--- config.mk ---
export PLATFORM = sky130hd
export DESIGN_NAME = cond_logic_flat
export DESIGN_NICKNAME = d
export VERILOG_FILES = /design/src/rtl/arm_ctrl_pkg.sv /design/src/rtl/cond_logic_if.sv /design/src/rtl/cond_logic_cond_check.sv /design/src/rtl/cond_logic.sv /design/src/flat_wrapper.sv
export SDC_FILE = /design/constraint.sdc
export NUM_CORES = 1
export LEC_CHECK = 0
export ABC_CLOCK_PERIOD_IN_PS = 3250
export BUFFER_PORTS_ARGS = -buffer_cell sky130_fd_sc_hd__buf_4
export CORE_MARGIN = 8
export CORE_UTILIZATION = 53
export DETAILED_ROUTE_END_ITERATION = 10
export GPL_TIMING_DRIVEN = 0
export PLACE_DENSITY = 0.92
export RECOVER_POWER = 100
export SYNTH_ARGS = -nofsm -noshare
export SYNTH_HDL_FRONTEND = slang
export SYNTH_HIERARCHICAL = 1
export SYNTH_SLANG_ARGS = --single-unit
--- constraint.sdc ---
create_clock -name clk -period 3.25 [get_ports clk]
set_input_delay 0.65 -clock clk [delete_from_list [all_inputs] [get_ports clk]]
set_output_delay 0.65 -clock clk [all_outputs]
set_load 0.01 [all_outputs]
--- src/rtl/arm_ctrl_pkg.sv ---
// Shared ARM controller definitions: condition codes, NZCV bit positions, FlagW bits.
// Used by the decoder, this conditional back end and the future multicycle controller.
package arm_ctrl_pkg;

  localparam logic [3:0] COND_EQ = 4'b0000;
  localparam logic [3:0] COND_NE = 4'b0001;
  localparam logic [3:0] COND_CS = 4'b0010;
  localparam logic [3:0] COND_CC = 4'b0011;
  localparam logic [3:0] COND_MI = 4'b0100;
  localparam logic [3:0] COND_PL = 4'b0101;
  localparam logic [3:0] COND_VS = 4'b0110;
  localparam logic [3:0] COND_VC = 4'b0111;
  localparam logic [3:0] COND_HI = 4'b1000;
  localparam logic [3:0] COND_LS = 4'b1001;
  localparam logic [3:0] COND_GE = 4'b1010;
  localparam logic [3:0] COND_LT = 4'b1011;
  localparam logic [3:0] COND_GT = 4'b1100;
  localparam logic [3:0] COND_LE = 4'b1101;
  localparam logic [3:0] COND_AL = 4'b1110;
  localparam logic [3:0] COND_NV = 4'b1111;

  // Bit positions inside the {N,Z,C,V} flag nibble
  localparam int FLAG_N = 3;
  localparam int FLAG_Z = 2;
  localparam int FLAG_C = 1;
  localparam int FLAG_V = 0;

  // FlagW[1] writes N,Z; FlagW[0] writes C,V
  localparam int FLAGW_NZ = 1;
  localparam int FLAGW_CV = 0;

endpackage

--- src/rtl/cond_logic_if.sv ---
// Decoder/datapath-facing bundle of the conditional back end.
// master = decoder side driving requests, slave = cond_logic.
interface cond_logic_if #(parameter int CNT_W = 16);
  logic             en;
  logic [3:0]       Cond;
  logic [3:0]       ALUFlags;
  logic [1:0]       FlagW;
  logic             PCS;
  logic             RegW;
  logic             MemW;
  logic             clr_cnt;
  logic             PCSrc;
  logic             RegWrite;
  logic             MemWrite;
  logic             CondEx;
  logic [3:0]       Flags;
  logic [CNT_W-1:0] exec_cnt;
  logic [CNT_W-1:0] squash_cnt;

  modport master (
    output en, Cond, ALUFlags, FlagW, PCS, RegW, MemW, clr_cnt,
    input  PCSrc, RegWrite, MemWrite, CondEx, Flags, exec_cnt, squash_cnt
  );

  modport slave (
    input  en, Cond, ALUFlags, FlagW, PCS, RegW, MemW, clr_cnt,
    output PCSrc, RegWrite, MemWrite, CondEx, Flags, exec_cnt, squash_cnt
  );
endinterface

--- src/rtl/cond_logic_cond_check.sv ---
// Purely combinational ARM condition-code evaluator: (Cond, NZCV) -> pass.
// Kept standalone so a pipelined hazard unit can reuse it.
module cond_check
  import arm_ctrl_pkg::*;
(
  input  logic [3:0] cond,
  input  logic [3:0] flags,
  output logic       cond_pass
);

  logic n, z, c, v;

  assign n = flags[FLAG_N];
  assign z = flags[FLAG_Z];
  assign c = flags[FLAG_C];
  assign v = flags[FLAG_V];

  always_comb begin
    cond_pass = 1'b0;
    case (cond)
      COND_EQ: cond_pass = z;
      COND_NE: cond_pass = ~z;
      COND_CS: cond_pass = c;
      COND_CC: cond_pass = ~c;
      COND_MI: cond_pass = n;
      COND_PL: cond_pass = ~n;
      COND_VS: cond_pass = v;
      COND_VC: cond_pass = ~v;
      COND_HI: cond_pass = c & ~z;
      COND_LS: cond_pass = ~c | z;
      COND_GE: cond_pass = (n == v);
      COND_LT: cond_pass = (n != v);
      COND_GT: cond_pass = ~z & (n == v);
      COND_LE: cond_pass = z | (n != v);
      COND_AL: cond_pass = 1'b1;
      default: cond_pass = 1'b0;  // NV: never executes
    endcase
  end

endmodule

--- src/rtl/cond_logic.sv ---
// Conditional-execution back end: NZCV register, condition-gated write strobes,
// saturating executed/squashed instruction counters.
module cond_logic
  import arm_ctrl_pkg::*;
#(
  parameter int CNT_W = 16
) (
  input  logic        clk,
  input  logic        reset,
  cond_logic_if.slave bus
);

  localparam logic [CNT_W-1:0] CNT_MAX = '1;
  localparam logic [CNT_W-1:0] CNT_ONE = {{(CNT_W-1){1'b0}}, 1'b1};

  logic [3:0]       flags_q;
  logic             cond_pass;
  logic             cond_ex;
  logic             squash;
  logic [CNT_W-1:0] exec_q;
  logic [CNT_W-1:0] squash_q;

  // Evaluated against the registered flags only: no ALUFlags bypass
  cond_check u_cond_check (
    .cond      (bus.Cond),
    .flags     (flags_q),
    .cond_pass (cond_pass)
  );

  assign cond_ex = bus.en & cond_pass;
  assign squash  = bus.en & ~cond_pass;

  assign bus.CondEx     = cond_ex;
  assign bus.PCSrc      = bus.PCS  & cond_ex;
  assign bus.RegWrite   = bus.RegW & cond_ex;
  assign bus.MemWrite   = bus.MemW & cond_ex;
  assign bus.Flags      = flags_q;
  assign bus.exec_cnt   = exec_q;
  assign bus.squash_cnt = squash_q;

  always_ff @(posedge clk or posedge reset) begin
    if (reset) begin
      flags_q <= 4'b0000;
    end else if (cond_ex) begin
      if (bus.FlagW[FLAGW_NZ])
        flags_q[FLAG_N:FLAG_Z] <= bus.ALUFlags[FLAG_N:FLAG_Z];
      if (bus.FlagW[FLAGW_CV])
        flags_q[FLAG_C:FLAG_V] <= bus.ALUFlags[FLAG_C:FLAG_V];
    end
  end

  // Clear beats increment; both counters stick at all-ones
  always_ff @(posedge clk or posedge reset) begin
    if (reset) begin
      exec_q   <= '0;
      squash_q <= '0;
    end else begin
      if (bus.clr_cnt)
        exec_q <= '0;
      else if (cond_ex && exec_q != CNT_MAX)
        exec_q <= exec_q + CNT_ONE;

      if (bus.clr_cnt)
        squash_q <= '0;
      else if (squash && squash_q != CNT_MAX)
        squash_q <= squash_q + CNT_ONE;
    end
  end

endmodule
--- src/flat_wrapper.sv ---
// flat-port wrapper written by rule: the top's interface ports become plain ports
module cond_logic_flat import arm_ctrl_pkg::*;
#(
  parameter int CNT_W = 16
)
  (clk, reset, bus_en, bus_Cond, bus_ALUFlags, bus_FlagW, bus_PCS, bus_RegW, bus_MemW, bus_clr_cnt, bus_PCSrc, bus_RegWrite, bus_MemWrite, bus_CondEx, bus_Flags, bus_exec_cnt, bus_squash_cnt);
  cond_logic_if #(.CNT_W(CNT_W)) bus_i ();
  input  logic clk;
  input  logic reset;
  input wire logic [$bits(bus_i.en)-1:0] bus_en;
  input wire logic [$bits(bus_i.Cond)-1:0] bus_Cond;
  input wire logic [$bits(bus_i.ALUFlags)-1:0] bus_ALUFlags;
  input wire logic [$bits(bus_i.FlagW)-1:0] bus_FlagW;
  input wire logic [$bits(bus_i.PCS)-1:0] bus_PCS;
  input wire logic [$bits(bus_i.RegW)-1:0] bus_RegW;
  input wire logic [$bits(bus_i.MemW)-1:0] bus_MemW;
  input wire logic [$bits(bus_i.clr_cnt)-1:0] bus_clr_cnt;
  output wire logic [$bits(bus_i.PCSrc)-1:0] bus_PCSrc;
  output wire logic [$bits(bus_i.RegWrite)-1:0] bus_RegWrite;
  output wire logic [$bits(bus_i.MemWrite)-1:0] bus_MemWrite;
  output wire logic [$bits(bus_i.CondEx)-1:0] bus_CondEx;
  output wire logic [$bits(bus_i.Flags)-1:0] bus_Flags;
  output wire logic [$bits(bus_i.exec_cnt)-1:0] bus_exec_cnt;
  output wire logic [$bits(bus_i.squash_cnt)-1:0] bus_squash_cnt;
  assign bus_i.en = bus_en;
  assign bus_i.Cond = bus_Cond;
  assign bus_i.ALUFlags = bus_ALUFlags;
  assign bus_i.FlagW = bus_FlagW;
  assign bus_i.PCS = bus_PCS;
  assign bus_i.RegW = bus_RegW;
  assign bus_i.MemW = bus_MemW;
  assign bus_i.clr_cnt = bus_clr_cnt;
  assign bus_PCSrc = bus_i.PCSrc;
  assign bus_RegWrite = bus_i.RegWrite;
  assign bus_MemWrite = bus_i.MemWrite;
  assign bus_CondEx = bus_i.CondEx;
  assign bus_Flags = bus_i.Flags;
  assign bus_exec_cnt = bus_i.exec_cnt;
  assign bus_squash_cnt = bus_i.squash_cnt;
  cond_logic #(.CNT_W(CNT_W)) u_core (.clk(clk), .reset(reset), .bus(bus_i));
endmodule
==> results.toml, run 1 <==
[min_path]
min_to = "u_core/bus.squash_cnt[10]"
whs_path_depth = 1
min_path_type = "reg2reg"
hold_start = "u_core/bus.squash_cnt[10]"

[timing]
fin_ws_ps = 146.2
hold_viol = 0
period_minus_slack_ps = 3104
fmax_mhz = 322.2
hold_slack_ps = 556.3
period_share = 0.9550
setup_viol = 0
slew_headroom = 0.1040
max_slew.worst_pin.slew_ps = 1343
rsz0062_at_grt = "false"
slew_violations = 0
fin_skew_ps = 6.224

[clocking]
cts_tree = "built"
root_buffer = "clkbuf_8"
cts_buffer_depth = 2
cts_repair_resize_count = 0
clk_latency_ps = 300
post_cts_buffers = 0
postCtsHoldBufs = 0
path_clk_slew_ps = 70
htreeDepth = 2
cts_buffers = 5
clock-sinks = 36

[finish]
syn2layout_area_growth_pct = 19.74
drive_gt1_frac = 0.1500
final_cell_mix = "46 x clkbuf_1, 36 x dfrtp_1, 24 x a21oi_1"
nNetsFinal = 318
fillers = 361
n_antenna_cell = 0
final_common_cell = "clkbuf_1"

[worst_setup_path]
timing.rr.start = "u_core/bus.Flags[3]"
start_kind = "flop"
critPathRequiredTime_ps = 3470
slowest_stage = "or4b_4"
timing.critical_path.buf_inv = 0
reg2reg_depth = 8
crit_chain = "xnor2_2 -> o22ai_1 -> a211o_1 -> a211o_1 -> and4b_4 -> or4b_4 -> or4_1 -> a21oi_1"
crit_arrival_ps = 3320
cp_common_cell = "a211o_1"
rrSetupSlack_ps = 150
crit_family = "simple AND/OR/NAND/NOR gates"
worst_setup_path_end_kind = "flop"
slowest_delay_ps = 480
path_class = "reg2reg"
cp_max_fo = 10
worstReg2RegEnd = "u_core/bus.squash_cnt[15]"

[detailed_routing]
wire_per_inst_microns = 16.88
num_vias = 2186
finalWirelength_mm = 5.908
drtIter0Drc = 160
drcViolationCount = 0
via_per_inst = 6.246
drt_first_pass_iters = 5
ant_nets = 0

[place]
dp_hpwl_mm = 4.236
portBuffers = 54
place.gp.congestion = 0.8275
pre_cts_ws_ps = -85.62

[die]
die_w_microns = 80.24
fp.coreArea_sq_mm = 0.004000
dieArea_sq_mm = 0.006438
die_y_microns = 80.24
start_util = 0.5468
io_pins = 57
rows = 23

[logic_synthesis]
netlist_instances = 235
synth_ff_type = "dfrtp_1"
synth_fp_nets = 254
synth-edff-count = 0
synth_area_per_cell_sq_um = 9.307
yosysWarnings = 6
synth_seq_cells = 36
netlist_area_sq_mm = 0.002187
async_flop_share = 1.000
ys_types = 54
yosysSeqAreaShare = 0.4119

[global_route]
grt_pass1_wl_mm = 9.763
grt-ovfl-total = 0
antenna_found_initial = 0
grt_max_degree = 37
grt_pass1_vias = 2114
grt.total_usage = 0.1874

[power_and_ir_drop]
cellPowerDensity_mw_per_mm2 = 406.5
power_mw = 1.065
ir_worst_vdd_v = 0.0002384
leakagePower_nw = 1.001

[flow_run]
maxCapViolCount = 0

[outcome]
status = "completed"
[synth_stat cells (all sizes together) (4+ instances only)]
cell	instances	area share
dfrtp	36	0.41
nor3	6	0.014
nor2	10	0.017
o31ai	11	0.038
nand3	8	0.018
mux2	9	0.048
nor4	5	0.017
o21ai	9	0.021
nand4	9	0.029
nand2	19	0.033
and4	4	0.017
or4	9	0.031
a21oi	24	0.055
clkbuf	5	0.0086
nand2b	4	0.011
or3	8	0.023
and3	6	0.019
inv	7	0.012
nor2b	6	0.017
[sequential cells by signal, summed over array words and instances (netlist names)]
name                   flops
u_core/bus.squash_cnt     16
u_core/bus.exec_cnt       16
u_core/bus.Flags           4
[power by group]
group,internal [mW],switching [mW],leakage (nW)
clock network,0.172,0.167,0.0445
logic,0.101,0.108,0.464
registers,0.473,0.0429,0.493
total,0.746,0.318,1.00
[layout make-up]
type	count	area (sq um)	area share
multi-input combinational	186	1234	0.4711
sequential	36	900.9	0.3440
timing repair buffer	57	277.8	0.1061
clock buffer	7	86.33	0.03297
tap	50	62.56	0.02389
inverter	7	26.28	0.01003
buffer	6	23.77	0.009078
clock inverter	1	7.507	0.002867
[per-layer routing]
layer	wire length (microns)	vias to the layer above	GRT usage
met2	3013	83	0.3226
met1	2446	1046	0.2208
met3	349	12	0.04911
li1	-	1045	-
met4	98	0	0.06000
met5	0	-	0
[worst reg2reg max path: cells and delay by family (launching register included)]
family / cells / cell delay, ps
AND/OR/NAND/NOR: 3 / 1380
XOR/XNOR: 1 / 240
AO/OA/AOI/OAI: 4 / 950
flip-flops: 1 / 470
[how the worst max path moves through the flow]
| stage | startpoint | to | cells after the start |
|---|---|---|---|
| 2_1_floorplan | bus_Cond[3] | u_core/bus.squash_cnt[15] | 9 |
| 3_3_place_gp | bus_Cond[2] | u_core/bus.squash_cnt[15] | 9 |
| 3_5_place_dp | bus_Cond[2] | u_core/bus.squash_cnt[15] | 9 |
| 4_1_cts | u_core/bus.Flags[3] | u_core/bus.squash_cnt[15] | 8 |
| 5_1_grt | u_core/bus.Flags[3] | u_core/bus.squash_cnt[15] | 8 |
| 6_report | u_core/bus.Flags[3] | u_core/bus.squash_cnt[15] | 8 |
[kinds of logic (layout without fill, tap and decap cells)]
kind of cell    after synthesis  after routing  share of synthesized area
simple gates                105            105                     0.2912
compound gates               66             66                     0.1939
flops                        36             36                     0.4119
buf+inv                      13             78                    0.02288
mux                          11             11                    0.05721
fa+ha+maj                     2              2                    0.01144
xor+xnor                      2              2                    0.01144
[stage by stage]
step	setup TNS (ps)	area, sq um	utilization	std cells
floorplan	0	2187	-	235
global placement	-74.36	2655	0.6637	339
detailed placement	-85.62	2655	0.6637	339
CTS	0	2749	0.6872	347
global route	0	2619	0.6547	350
finish	0	2619	0.6547	350
(Power assumes the default switching activity.)
==> run 2, diff against run 1 <==
CORE_MARGIN = 2   (was 8)
RECOVER_POWER = unset   (was 100)
SLEW_MARGIN = 20   (was unset)
==> results.toml, run 2 (synthesis results as in run 1) <==
[die]
dieArea_sq_mm = 0.004657
rows = 23
die_w_microns = 68.24
die_y_microns = 68.24
io_pins = 57
start_util = 0.5468
fp.coreArea_sq_mm = 0.004000

[power_and_ir_drop]
ir_worst_vdd_v = 0.0002703
power.switching_uw = 300.8
comb_power_share = 0.222
p_int_uw = 745.1
leakagePower_nw = 1.152
cellPowerDensity_mw_per_mm2 = 382.7
p_clk_frac = 0.283
power_switching_share = 0.2876
pwr-share-seq = 0.495

[detailed_routing]
drt_first_pass_iters = 6
ant_nets = 0
drcViolationCount = 0
wire_per_inst_microns = 15.37
drtIter0Drc = 218
num_vias = 2201
finalWirelength_mm = 5.319
via_per_inst = 6.361

[worst_setup_path]
crit_arrival_ps = 3300
path_class = "reg2reg"
worst_setup_path_end_kind = "flop"
slowest_delay_ps = 490
crit_family = "simple AND/OR/NAND/NOR gates"
critPathRequiredTime_ps = 3470
timing.critical_path.buf_inv = 0
cp_common_cell = "a211o_1"
crit_chain = "xnor2_2 -> o22ai_1 -> a211o_1 -> a211o_1 -> and4b_4 -> or4b_4 -> or4_1 -> a21oi_1"
start_kind = "flop"
slowest_stage = "or4_1"
cp_max_fo = 10

[finish]
syn2layout_area_growth_pct = 24.94
utilization = 0.6831
n_antenna_cell = 0
final_common_cell = "buf_4"
final_cell_mix = "54 x buf_4, 36 x dfrtp_1, 24 x a21oi_1"
fin_area_sq_mm = 0.002733
fillers = 315
drive_gt1_frac = 0.2838
nNetsFinal = 315

[clocking]
cts_buffer_depth = 2
htreeDepth = 2
root_buffer = "clkbuf_8"
postCtsHoldBufs = 0
path_clk_slew_ps = 70
post_cts_buffers = 0
cts_repair_resize_count = 0
cts_buffers = 5
cts_tree = "built"
clock-sinks = 36
clk_latency_ps = 290

[timing]
slew_violations = 0
setup_viol = 0
hold_viol = 0
period_share = 0.9493
slew_headroom = 0.4789
fin_skew_ps = 7.698
max_slew.worst_pin.slew_ps = 774.5
hold_slack_ps = 498.6
rsz0062_at_grt = "false"
fmax_mhz = 324.1
fin_setup_tns_ps = 0
period_minus_slack_ps = 3085

[global_route]
grt.total_usage = 0.2524
antenna_found_initial = 0
grt-ovfl-total = 0
grt_pass1_vias = 1961
grt_max_degree = 37
grt_pass1_wl_mm = 8.818

[flow_run]
maxCapViolCount = 0

[place]
place.gp.congestion = 0.8636
dp_hpwl_mm = 3.894
place_area_sq_mm = 0.002655
portBuffers = 54

[outcome]
status = "completed"

[min_path]
min_path_type = "in2async"
==> run 2: final cells by class <==
class                           count  area, sq um  area share
Inverter                            7        26.28    0.009615
Clock inverter                      1        5.005    0.001832
Multi-Input combinational cell    186         1236      0.4524
Clock buffer                        6        72.57     0.02656
Tap cell                           50        62.56     0.02289
Buffer                              6        23.77    0.008700
Timing Repair Buffer               54        405.4      0.1484
Sequential cell                    36        900.9      0.3297
==> run 2: stage by stage <==
| stage | total power, mW | cells | setup slack, ps |
|---|---|---|---|
| 2_1_floorplan | 0.6590 | 235 | 155.1 |
| 3_3_place_gp | 0.7486 | 339 | -66.99 |
| 3_5_place_dp | 0.7562 | 339 | -102.0 |
| 4_1_cts | 1.054 | 346 | 182.4 |
| 5_1_grt | 1.100 | 346 | 20.74 |
| 6_report | 1.046 | 346 | 164.8 |
==> run 2: metal layers <==
layer	global-route usage	wire length (microns)	vias to the layer above
met1	0.3175	2201	1050
met2	0.4320	2685	97
li1	-	-	1044
met3	0.05263	337	10
met5	0	0	-
met4	0.08250	95	0
==> run 2: power by group through the flow <==
stage	clock network [mW]	logic [mW]	registers [mW]
4_1_cts	0.305	0.232	0.517
3_5_place_dp	0	0.231	0.525
6_report	0.296	0.232	0.518
3_3_place_gp	0	0.225	0.524
2_1_floorplan	0	0.131	0.528
5_1_grt	0.323	0.254	0.523
==> run 2: worst paths after layout <==
path / depth (start not counted) / endpoint / start / slack, ps
max: 8 / u_core/bus.squash_cnt[15] / u_core/bus.Flags[3] / 160
min: 2 / u_core/bus.exec_cnt[7] / reset / 500
max reg2reg: 8 / u_core/bus.squash_cnt[15] / u_core/bus.Flags[3] / 160
min reg2reg: 1 / u_core/bus.squash_cnt[10] / u_core/bus.squash_cnt[10] / 560
max in group asynchronous: 2 / u_core/bus.squash_cnt[1] / reset / 2280
min in group clk: 1 / u_core/bus.squash_cnt[10] / u_core/bus.squash_cnt[10] / 560
==> run 3, diff against run 2 <==
ABC_AREA = 1   (was unset)
CAP_MARGIN = 0   (was unset)
CORE_UTILIZATION = 54   (was 53)
==> results.toml, run 3 <==
[place]
dp_hpwl_mm = 4.705
place.gp.congestion = 0.8968
portBuffers = 56

[power_and_ir_drop]
cellPowerDensity_mw_per_mm2 = 402.5
leakagePower_nw = 1.740
ir_worst_vdd_v = 0.0002352
power_mw = 1.255

[timing]
period_share = 0.7936
rsz0062_at_grt = "false"
period_minus_slack_ps = 2579
max_slew.worst_pin.slew_ps = 761.6
slew_violations = 0
fmax_mhz = 387.7
fin_setup_tns_ps = 0
hold_viol = 0
slew_headroom = 0.4915
fin_skew_ps = 8.772
setup_viol = 0

[clocking]
cts_buffer_depth = 2
clk_latency_ps = 300
clock-sinks = 36
cts_buffers = 5
cts_repair_resize_count = 0
path_clk_slew_ps = 80
cts_tree = "built"
post_cts_buffers = 0
root_buffer = "clkbuf_8"
htreeDepth = 2
postCtsHoldBufs = 0

[logic_synthesis]
synth_fp_nets = 419
synth_area_per_cell_sq_um = 6.309
yosysWarnings = 6
synth_ff_type = "dfrtp_1"
synth_common_cells = "165 x nand2_1, 52 x inv_1, 48 x nor2_1, 38 x nand3_1, 36 x dfrtp_1"
ys_types = 22
netlist_area_sq_mm = 0.002524
yosysSeqAreaShare = 0.3570
synth_area_leader_cell = "dfrtp_1"
synth_top_area_share = 0.3570
netlist_instances = 400
synth_most_common_cell = "nand2_1"
async_flop_share = 1.000
synth_seq_cells = 36
yosys-top-cells-area = "dfrtp_1 36%, nand2_1 25%, inv_1 7.7%, nand3_1 7.5%, nor2_1 7.1%"
synth-edff-count = 0

[detailed_routing]
drt_first_pass_iters = 5
via_per_inst = 5.391
drtIter0Drc = 151
num_vias = 2782
finalWirelength_mm = 6.538
wire_per_inst_microns = 12.67
drcViolationCount = 0
ant_nets = 0

[worst_setup_path]
crit_arrival_ps = 1930
worst_setup_path_end_kind = "output pin"
critPathRequiredTime_ps = 2600
rrSetupSlack_ps = 1030
path_class = "in2out"
start_kind = "input pin"
cp_max_fo = 7

[finish]
nNetsFinal = 482
final_common_cell = "nand2_1"
drive_gt1_frac = 0.1789
n_antenna_cell = 0
final_cell_mix = "165 x nand2_1, 56 x buf_4, 51 x inv_1"
syn2layout_area_growth_pct = 23.50

[flow_run]
maxCapViolCount = 0

[die]
io_pins = 57
die_y_microns = 72.36
dieArea_sq_mm = 0.005236
die_w_microns = 72.36
rows = 24
fp.coreArea_sq_mm = 0.004414
start_util = 0.5717

[global_route]
grt.total_usage = 0.2579
grt-ovfl-total = 0
grt_pass1_vias = 2498
antenna_found_initial = 0
grt_pass1_wl_mm = 10.70
grt_max_degree = 37

[outcome]
status = "completed"

[min_path]
min_path_type = "in2async"
-- run 3: critical path: stages --
cell and delay, ps:
buf_4 130, nand2_1 80, clkinv_1 80, nand3_1 120
nand2_1 60, nand2_1 50, nand2_1 50, nor2_1 100
nand2_1 70, nand2_1 170, inv_1 170, buf_4 180
-- run 3: cells by family after synthesis --
logic type / count (synthesis) / synth area share
AND/OR/NAND/NOR: 277 / 0.4611
buffers and inverters: 58 / 0.09271
flip-flops: 36 / 0.3570
AO/OA/AOI/OAI: 15 / 0.03371
XOR/XNOR: 8 / 0.02777
multiplexers: 4 / 0.01785
adder cells (fa/ha/maj): 2 / 0.009914
-- run 3: metrics by stage --
step                      cells  hold slack (ps)    util  setup WS, ps  cell area [sq um]
final                       516            488.1  0.7061         670.8               3117
after CTS                   516            522.2  0.7061         700.1               3117
after global routing        516            570.5  0.7061         563.3               3117
after global placement      508            507.5  0.6817         729.0               3009
after detailed placement    508            518.8  0.6817         718.4               3009
after floorplan             400            539.6       -          1170               2524
-- run 3: report_power, final --
group / internal [mW] / leakage, nW / switching (mW) / total (mW)
Combinational: 0.141 / 1.19 / 0.190 / 0.331
Sequential: 0.481 / 0.493 / 0.0466 / 0.528
Clock: 0.228 / 0.0552 / 0.168 / 0.395
Total: 0.850 / 1.74 / 0.404 / 1.25
-- run 3: final cells by class --
| class | instances | area [sq um] |
|---|---|---|
| timing repair buffer | 56 | 420.4 |
| inverter | 54 | 202.7 |
| sequential | 36 | 900.9 |
| tap | 52 | 65.06 |
| clock inverter | 2 | 35.03 |
| buffer | 4 | 31.28 |
| fill | 378 | 1297 |
| multi-input combinational | 306 | 1389 |
| clock buffer | 6 | 72.57 |
-- run 3: final timing paths --
check / cells after the start / endpoint / startpoint
worst max-delay path: 12 / bus_CondEx / bus_Cond[3]
worst min register to register: 2 / u_core/bus.exec_cnt[3] / u_core/bus.exec_cnt[3]
worst max register to register: 15 / u_core/bus.squash_cnt[11] / u_core/bus.Flags[3]
max in group asynchronous: 2 / u_core/bus.Flags[3] / reset
min in group clk: 2 / u_core/bus.exec_cnt[3] / u_core/bus.exec_cnt[3]
worst min-delay path: 2 / u_core/bus.squash_cnt[1] / reset
-- run 3: layer usage --
| layer | share of wire | wire, microns | vias to the layer above | track usage |
|---|---|---|---|---|
| met4 | 0.019 | 127 | 0 | 0.1153 |
| met2 | 0.47 | 3104 | 132 | 0.4149 |
| met5 | 0 | 0 | - | 0 |
| li1 | - | - | 1363 | - |
| met1 | 0.42 | 2736 | 1273 | 0.3363 |
| met3 | 0.087 | 569 | 14 | 0.05139 |
